$ cat config.mk
export PLATFORM = sky130hd
export DESIGN_NAME = rca_wb_control
export DESIGN_NICKNAME = d
export VERILOG_FILES = /design/src/rtl/rca_wb_control.sv
export SDC_FILE = /design/constraint.sdc
export NUM_CORES = 1
export LEC_CHECK = 0
export ABC_AREA = 0
export CELL_PAD_IN_SITES_DETAIL_PLACEMENT = 1
export CELL_PAD_IN_SITES_GLOBAL_PLACEMENT = 2
export CORE_UTILIZATION = 30
export CTS_CLUSTER_SIZE = 25
export DETAILED_ROUTE_END_ITERATION = 10
export PLACE_DENSITY_LB_ADDON = 0.1
export SKIP_CTS_REPAIR_TIMING = 1
export SLEW_MARGIN = 15
export SYNTH_ARGS = -nofsm -noshare
export SYNTH_HDL_FRONTEND = slang
export SYNTH_SLANG_ARGS = --single-unit
$ cat constraint.sdc
create_clock -name clk -period 5.45 [get_ports clk]
set_input_delay 0.545 -clock clk [delete_from_list [all_inputs] [get_ports clk]]
set_output_delay 0.545 -clock clk [all_outputs]
set_load 0.01 [all_outputs]
$ cat src/rtl/rca_wb_control.sv
// RCA writeback control: buffers grid results per stream and hands the oldest result for the
// head issue ID to the writeback unit, retiring that ID when writeback acknowledges it.

module rca_wb_result_fifo #(
    parameter int W     = 32,
    parameter int DEPTH = 4
) (
    input  logic         clk,
    input  logic         rst_n,
    input  logic         clear,
    input  logic         push,
    input  logic [W-1:0] push_data,
    input  logic         pop,
    output logic [W-1:0] head,
    output logic         empty,
    output logic         overflow
);
    localparam int AW = $clog2(DEPTH);
    localparam int CW = $clog2(DEPTH) + 1;

    logic [W-1:0]  mem [DEPTH];
    logic [AW-1:0] wr_ptr;
    logic [AW-1:0] rd_ptr;
    logic [CW-1:0] count;
    logic          full;
    logic          do_pop;
    logic          do_push;

    assign empty    = (count == '0);
    assign full     = (count == CW'(DEPTH));
    assign head     = mem[rd_ptr];
    // Clear wins over everything; a full FIFO still accepts a push when it is popped too.
    assign do_pop   = pop && !empty && !clear;
    assign do_push  = push && !clear && (!full || do_pop);
    assign overflow = push && !clear && full && !do_pop;

    always_ff @(posedge clk or negedge rst_n) begin
        if (!rst_n) begin
            wr_ptr <= '0;
            rd_ptr <= '0;
            count  <= '0;
        end else if (clear) begin
            wr_ptr <= '0;
            rd_ptr <= '0;
            count  <= '0;
        end else begin
            if (do_push) begin
                wr_ptr <= wr_ptr + 1'b1;
            end
            if (do_pop) begin
                rd_ptr <= rd_ptr + 1'b1;
            end
            if (do_push && !do_pop) begin
                count <= count + 1'b1;
            end else if (do_pop && !do_push) begin
                count <= count - 1'b1;
            end
        end
    end

    always_ff @(posedge clk) begin
        if (do_push) begin
            mem[wr_ptr] <= push_data;
        end
    end
endmodule

module rca_wb_control #(
    parameter int XLEN              = 32,
    parameter int ID_W              = 3,
    parameter int RESULT_FIFO_DEPTH = 4
) (
    input  logic            clk,
    input  logic            rst_n,
    input  logic [ID_W-1:0] wb_id,
    input  logic            wb_fb_instr,
    input  logic            fifo_populated,
    input  logic            clear_fifos,
    input  logic            res_valid,
    input  logic [XLEN-1:0] res_data,
    input  logic            fb_res_valid,
    input  logic [XLEN-1:0] fb_res_data,
    output logic            wb_done,
    output logic [XLEN-1:0] wb_rd,
    output logic [ID_W-1:0] wb_id_out,
    input  logic            wb_ack,
    output logic            wb_committing,
    output logic            overflow_err
);
    typedef enum logic {
        IDLE    = 1'b0,
        PRESENT = 1'b1
    } state_t;

    state_t          state;
    logic            pres_fb;
    logic [XLEN-1:0] nf_head;
    logic [XLEN-1:0] fb_head;
    logic            nf_empty;
    logic            fb_empty;
    logic            nf_overflow;
    logic            fb_overflow;
    logic            sel_empty;
    logic [XLEN-1:0] sel_head;

    // Handshake: wb_done is valid and wb_ack is ready; a result transfers (and its ID retires)
    // in the cycle both are high, and wb_rd/wb_id_out stay frozen until that cycle.
    assign wb_committing = wb_done & wb_ack;

    assign sel_empty = wb_fb_instr ? fb_empty : nf_empty;
    assign sel_head  = wb_fb_instr ? fb_head  : nf_head;

    rca_wb_result_fifo #(
        .W     (XLEN),
        .DEPTH (RESULT_FIFO_DEPTH)
    ) u_nf_fifo (
        .clk       (clk),
        .rst_n     (rst_n),
        .clear     (clear_fifos),
        .push      (res_valid),
        .push_data (res_data),
        .pop       (wb_committing && !pres_fb),
        .head      (nf_head),
        .empty     (nf_empty),
        .overflow  (nf_overflow)
    );

    rca_wb_result_fifo #(
        .W     (XLEN),
        .DEPTH (RESULT_FIFO_DEPTH)
    ) u_fb_fifo (
        .clk       (clk),
        .rst_n     (rst_n),
        .clear     (clear_fifos),
        .push      (fb_res_valid),
        .push_data (fb_res_data),
        .pop       (wb_committing && pres_fb),
        .head      (fb_head),
        .empty     (fb_empty),
        .overflow  (fb_overflow)
    );

    // The stream is latched at load so the pop always hits the FIFO the result came from.
    always_ff @(posedge clk or negedge rst_n) begin
        if (!rst_n) begin
            state        <= IDLE;
            wb_done      <= 1'b0;
            wb_rd        <= '0;
            wb_id_out    <= '0;
            pres_fb      <= 1'b0;
            overflow_err <= 1'b0;
        end else begin
            if (nf_overflow || fb_overflow) begin
                overflow_err <= 1'b1;
            end
            case (state)
                IDLE: begin
                    if (fifo_populated && !sel_empty && !clear_fifos) begin
                        state     <= PRESENT;
                        wb_done   <= 1'b1;
                        wb_rd     <= sel_head;
                        wb_id_out <= wb_id;
                        pres_fb   <= wb_fb_instr;
                    end
                end
                PRESENT: begin
                    if (wb_ack) begin
                        state   <= IDLE;
                        wb_done <= 1'b0;
                    end
                end
                default: begin
                    state   <= IDLE;
                    wb_done <= 1'b0;
                end
            endcase
        end
    end

    a_no_clear_in_present: assert property (
        @(posedge clk) disable iff (!rst_n) (state == PRESENT) |-> !clear_fifos
    );

    a_commit_only_in_present: assert property (
        @(posedge clk) disable iff (!rst_n) wb_committing |-> (state == PRESENT)
    );
endmodule
# Word level (Yosys, flattened, before mapping)
# Memory sizes are Yosys's and may differ from the RTL's.
# Index checks and enable logic that the tools add are counted.
[op_classes]
n_addsub = 8
mul = 0
n_div = 0
magnitude_cmp = 0
eq_ne = 4
shift = 0
mux = 26
bitwise = 2
reduce_logical = 44
[op_table]
columns = ["operator", "count"]
rows = [
  ["32-bit two-way mux", 1],
  ["1-bit logical AND", 20],
  ["3-bit two-way mux", 6],
  ["2-bit two-way mux", 8],
  ["1-bit zero test", 11],
  ["1-bit two-way mux", 9],
  ["2-bit by 1-bit adder with 2-bit output (second input constant)", 4],
  ["2-bit nonzero test", 4],
  ["3-bit by 1-bit adder with 3-bit output (second input constant)", 2],
  ["3-bit equality test (second input constant)", 2],
  ["3-bit zero test", 2],
  ["3-bit nonzero test", 2],
  ["3-bit by 1-bit subtractor with 3-bit output (second input constant)", 2],
  ["2-bit != test (second input constant)", 2],
  ["1-bit case mux with 2 select lines", 2],
  ["2-bit AND reduction", 2],
  ["1-bit logical OR", 3],
  ["1-bit AND", 1],
  ["1-bit inverter", 1],
]
[totals]
register_bits = 53
latch_bits = 0
mem_bits_rw = 256
rom_bits = 0
inputBits = 75
out_inout_bits = 38
word_cells = 98
mem_count = 2
[mem_list]
columns = ["name", "words", "word_bits", "read_ports", "rd_ports_with_merged_regs", "wr", "line_no", "rtl"]
rows = [
  ["u_fb_fifo.mem", 4, 32, 1, 0, 1, "21", "logic [W-1:0] mem [DEPTH];"],
  ["u_nf_fifo.mem", 4, 32, 1, 0, 1, "21", ""],
]

# Depth between registers and ports, before layout
[logic_depth]
ltp_word = 11
mapped_depth = 8
depth_no_buf = 8

# By module
# Synthesis repeated with hierarchy kept, for this count alone.
[unflattened]
cells_unflattened = 579
area_unflattened_um2 = 12177.9
[by_module_without_submodules]
columns = ["module", "instances", "cells_each", "area_per_inst_um2", "seq_area_each_um2"]
rows = [
  ["rca_wb_result_fifo at u_fb_fifo", 1, 229, 5167.5, 4018.9],
  ["rca_wb_result_fifo at u_nf_fifo", 1, 221, 5106.1, 4018.9],
  ["rca_wb_control", 1, 129, 1904.3, 975.9],
]

# Worst setup path after synthesis
# Ideal clock, no wire load.
[synth_timing]
path_kind = "input -> register"
startpoint = "input wb_ack"
endpoint = "memory u_nf_fifo.mem[0][0], enable pin"
setup_time_ps = 392
arrival_ps = 1909
t_required_ps = 5058
slack_ps = 3149
cell_stages = 4
n_path_buf = 0
path_cell_list = "nand3b_1 and3_1 nor2_1 and2_1"
[synth_between]
elab_chain_cells = 8
[synth_rtl]
columns = ["element", "line_no", "rtl"]
rows = [
  ["from (decl)", "86", "input logic wb_ack,"],
  ["1-bit AND", "108", "assign wb_committing = wb_done & wb_ack;"],
  ["1-bit logical AND", "122", ".pop (wb_committing && !pres_fb),"],
  ["1-bit logical AND (2 in a row)", "33", "assign do_pop = pop && !empty && !clear;"],
  ["1-bit logical OR", "34", "assign do_push = push && !clear && (!full || do_pop);"],
  ["1-bit logical AND", "34", ""],
  ["1-bit two-way mux", "62", "if (do_push) begin"],
  ["1-bit two-way mux (implied by the code)", "63", "mem[wr_ptr] <= push_data;"],
  ["to (decl)", "21", ""],
]
# No other way between the ends.

# Worst setup path in the final report
[layout_timing]
startpoint = "input clear_fifos"
endpoint = "register wb_id_out[1]"
[layout_between]
elab_chain_cells = 3
[layout_rtl]
columns = ["element", "line_no", "rtl"]
rows = [
  ["from (decl)", "78", "input logic clear_fifos,"],
  ["1-bit zero test", "158", "if (fifo_populated && !sel_empty && !clear_fifos) begin"],
  ["1-bit logical AND", "158", ""],
  ["2-bit AND reduction (no line)", "-", ""],
  ["to (signal assigned)", "162", "wb_id_out <= wb_id;"],
  ["to (decl)", "85", "output logic [ID_W-1:0] wb_id_out,"],
]
# No other way between the ends.
# A chain may end at the register's enable or synchronous reset.

==> impl_metrics.json <==
{
  "p_seq_share_pct": 45.2,
  "clk-insertion-delay-late_ns": 0.52,
  "io_buffers": 112,
  "path_class": "in -> reg",
  "peakVddDrop_uv": 184,
  "synth_cells": 687,
  "power_w": 0.00661,
  "slew_viol_final": 0,
  "die_h_um": 202,
  "p_clk_share_pct": 37.7,
  "fin_crit_sh_pct": 53.2,
  "path_clk_slew_ns": 0.06,
  "grt-ovfl-total": 0,
  "status": "completed",
  "cp_top_family": "buffers and inverters",
  "grt_max_degree": 70,
  "wl_mm": 29.4,
  "cap_violations": 0,
  "critical_path_buf_inv_count": 2,
  "cts.path.max_buffers": 3,
  "path_cells": "clkdlybuf4s50_1 > or3b_1 > a211oi_4 > buf_4 > mux2_2",
  "wl_per_cell_um": 21.7,
  "cts_buffers": 36,
  "ys_types": 44,
  "rsz0062_at_grt": "no",
  "drt-initial-drc-count": 254,
  "final_antenna_net_count": 0,
  "hold_viol_final": 0,
  "synthAdderAreaFrac_pct": 1.17,
  "grt_use_total_pct": 14.7,
  "synth_compound_area_share_pct": 5.64,
  "io_pins": 113,
  "powerDensity_nw_per_um2": 443,
  "dieArea_um2": 40800,
  "first_pass_iters": 4,
  "place_congestion": 0.718,
  "relSlewSlack_pct": 26.7,
  "hp-class": "in -> async",
  "rrSetupSlack_ns": 2.93,
  "synth_area_um2": 12000,
  "setup-violations-final": 0,
  "p_int_w": 0.00496,
  "ff2ff_path_depth": 4,
  "setup_tns_ns": 0,
  "synth_xor_area_share_pct": 0.365,
  "fin_cells": 1353,
  "worstPathRequired_ns": 5.84,
  "synth_top_family_by_area": "multiplexers",
  "synthSimpleGateAreaFrac_pct": 3.76,
  "comb_power_share_pct": 17.0,
  "critPathMaxFanout": 69,
  "cp-start-kind": "input port",
  "reg2reg_from": "wb_done$_DFFE_PN0P_",
  "vias": 6435,
  "finalNetCount": 891,
  "die_w_um": 202,
  "drcViolationCount": 0,
  "core_um2": 39000,
  "area_growth_pct": 24.5,
  "r2r-end": "u_fb_fifo.mem[3][18]$_DFFE_PP_",
  "placed_cells": 1284,
  "clockRootBuffer": "clkbuf_16",
  "p_sw_w": 0.00166,
  "antenna_found_initial": 2,
  "fin_crit_ns": 2.90,
  "p_leak_nw": 4.83,
  "ys_ff_latch": 309,
  "fmax_ghz": 0.345,
  "nFillCells": 3821,
  "avgSynthCellArea_um2": 17.5,
  "drt-vias-per-instance": 4.76,
  "worstSetupEndpointType": "flop",
  "first_global_vias": 7214,
  "yosysSeqAreaShare_pct": 75.2,
  "fin_skew_ns": 0.0198,
  "muxShareOfSynthArea_pct": 12.2,
  "p_sw_share_pct": 25.1,
  "cp_slowest_stage_delay_ns": 0.82,
  "drive_gt1_share_pct": 14.1,
  "grt_pass1_wl_mm": 44.7,
  "cts_tree": "done",
  "num_rows": 72,
  "worstMarginPinSlew_ns": 1.10,
  "worstPathArrival_ns": 3.29,
  "syn_nets": 772,
  "cts_sinks": 309,
  "start_util_pct": 30.7,
  "yosys_warnings": 0,
  "hpwl_mm": 16.5,
  "slowest_stage": "clkdlybuf4s50_1",
  "htree_levels": 2
}
## power by group through the flow
| stage | Sequential, W | Combinational [W] | Clock (W) |
|---|---|---|---|
| floorplan | 0.00305 | 0.000544 | 0 |
| detailed placement | 0.00304 | 0.00115 | 0 |
| global route | 0.00303 | 0.00124 | 0.00266 |
| finish | 0.00299 | 0.00113 | 0.00250 |
| CTS | 0.00300 | 0.00116 | 0.00257 |
| global placement | 0.00303 | 0.00112 | 0 |
## kinds of logic (layout without fill, tap and decap cells)
kind of cell    count (synthesis)  count (layout)
compound gates                118             118
fa+ha+maj                      10              10
xor+xnor                        5               5
buf+inv                        46             193
simple gates                   94              94
flops                         309             309
other cells                     0               1
mux                           105             105
## cells in the mapped netlist (all sizes together)
cell type	count	area [µm²]
nor3b	1	7.51
o21bai	1	7.51
inv	11	41.3
buf	19	104
o211ai	1	7.51
nor2b	1	6.26
a21o	3	22.5
and3b	1	8.76
a32oi	1	8.76
or2	2	12.5
ha	8	100
and2	11	68.8
o2111ai	1	8.76
a211oi	2	27.5
fa	2	40.0
edfxtp	256	7690
or3b	1	8.76
mux2i	64	641
dfrtp	53	1330
o21ai	5	25.0
mux4	32	721
a31oi	2	12.5
o22ai	33	206
xor2	1	8.76
a21oi	67	335
clkbuf	16	60.1
nor4b	1	8.76
nor4	1	6.26
mux2	9	101
xnor2	4	35.0
nand3b	2	15.0
nor2	55	206
nand2b	3	18.8
and3	3	18.8
nor3	3	20.0
nand3	4	20.0
or3	2	12.5
a22oi	2	15.0
nand2	3	11.3
## worst max path at each step
stage                      startpoint                             end  slack [ns]  cells after the start
final                     clear_fifos        wb_id_out[1]$_DFFE_PN0P_        2.55                      5
after floorplan                wb_ack   u_nf_fifo.mem[0][0]$_DFFE_PP_        3.15                      4
after CTS                 clear_fifos  u_fb_fifo.mem[0][26]$_DFFE_PP_        2.48                      4
after detailed placement  clear_fifos  u_fb_fifo.mem[0][15]$_DFFE_PP_        1.93                      4
after global placement    clear_fifos        wb_id_out[0]$_DFFE_PN0P_        2.03                      5
after global routing      clear_fifos        wb_id_out[0]$_DFFE_PN0P_        2.33                      5
## final cells by class
class / instances / area (µm²) / area share [%]
clock buffer: 45 / 1010 / 6.74
timing repair buffer: 116 / 1180 / 7.93
clock inverter: 21 / 244 / 1.63
tap: 518 / 648 / 4.34
inverter: 11 / 41.3 / 0.276
antenna: 1 / 2.50 / 0.0168
sequential: 309 / 9020 / 60.4
multi-input combinational: 332 / 2790 / 18.7
## cells in the final DEF (no fill, tap or decap), types with 3 or more instances in the layout
| cell type | Yosys | final |
|---|---|---|
| clkinvlp_4 | 0 | 4 |
| o21ai_0 | 5 | 5 |
| dfrtp_1 | 53 | 50 |
| clkinv_1 | 0 | 6 |
| bufinv_16 | 0 | 5 |
| edfxtp_1 | 256 | 256 |
| mux4_2 | 32 | 32 |
| clkbuf_1 | 16 | 4 |
| mux2i_1 | 64 | 64 |
| and2_2 | 0 | 8 |
| a21o_1 | 3 | 3 |
| nor2_1 | 55 | 55 |
| clkbuf_16 | 0 | 38 |
| xnor2_1 | 4 | 4 |
| nand2_1 | 3 | 3 |
| and2_1 | 11 | 3 |
| and3_1 | 3 | 3 |
| clkdlybuf4s50_1 | 0 | 110 |
| mux2_2 | 8 | 8 |
| a21oi_1 | 67 | 67 |
| o22ai_1 | 33 | 33 |
| inv_1 | 11 | 11 |
| nand3_1 | 4 | 4 |
| clkinv_2 | 0 | 5 |
| clkbuf_8 | 0 | 3 |
| buf_4 | 4 | 3 |
| ha_1 | 8 | 8 |
## registers in the layout (all words and copies together), names as in the netlist
name / count
u_fb_fifo.mem: 128
u_nf_fifo.mem: 128
wb_rd: 32
u_fb_fifo.count: 3
u_nf_fifo.count: 3
wb_id_out: 3
u_fb_fifo.rd_ptr: 2
u_fb_fifo.wr_ptr: 2
u_nf_fifo.rd_ptr: 2
u_nf_fifo.wr_ptr: 2
overflow_err: 1
pres_fb: 1
state: 1
wb_done: 1
## routing by layer
layer | global-route usage [%] | vias up | wire length, µm
met2 | 25.4 | 126 | 14700
met5 | 0 | - | 13
li1 | - | 2916 | -
met4 | 4.71 | 2 | 642
met3 | 2.47 | 45 | 1150
met1 | 18.7 | 3346 | 12800
## metrics by stage
step	util (%)	area, µm²	worst slack, ns	hold slack, ns
floorplan	-	12000	3.15	0.249
global placement	34.9	13600	2.03	0.468
detailed placement	34.9	13600	1.93	0.469
CTS	38.1	14900	2.48	0.159
global route	38.3	14900	2.33	0.187
finish	38.3	14900	2.55	0.131
No activity file was read; power rests on OpenSTA's default activity.
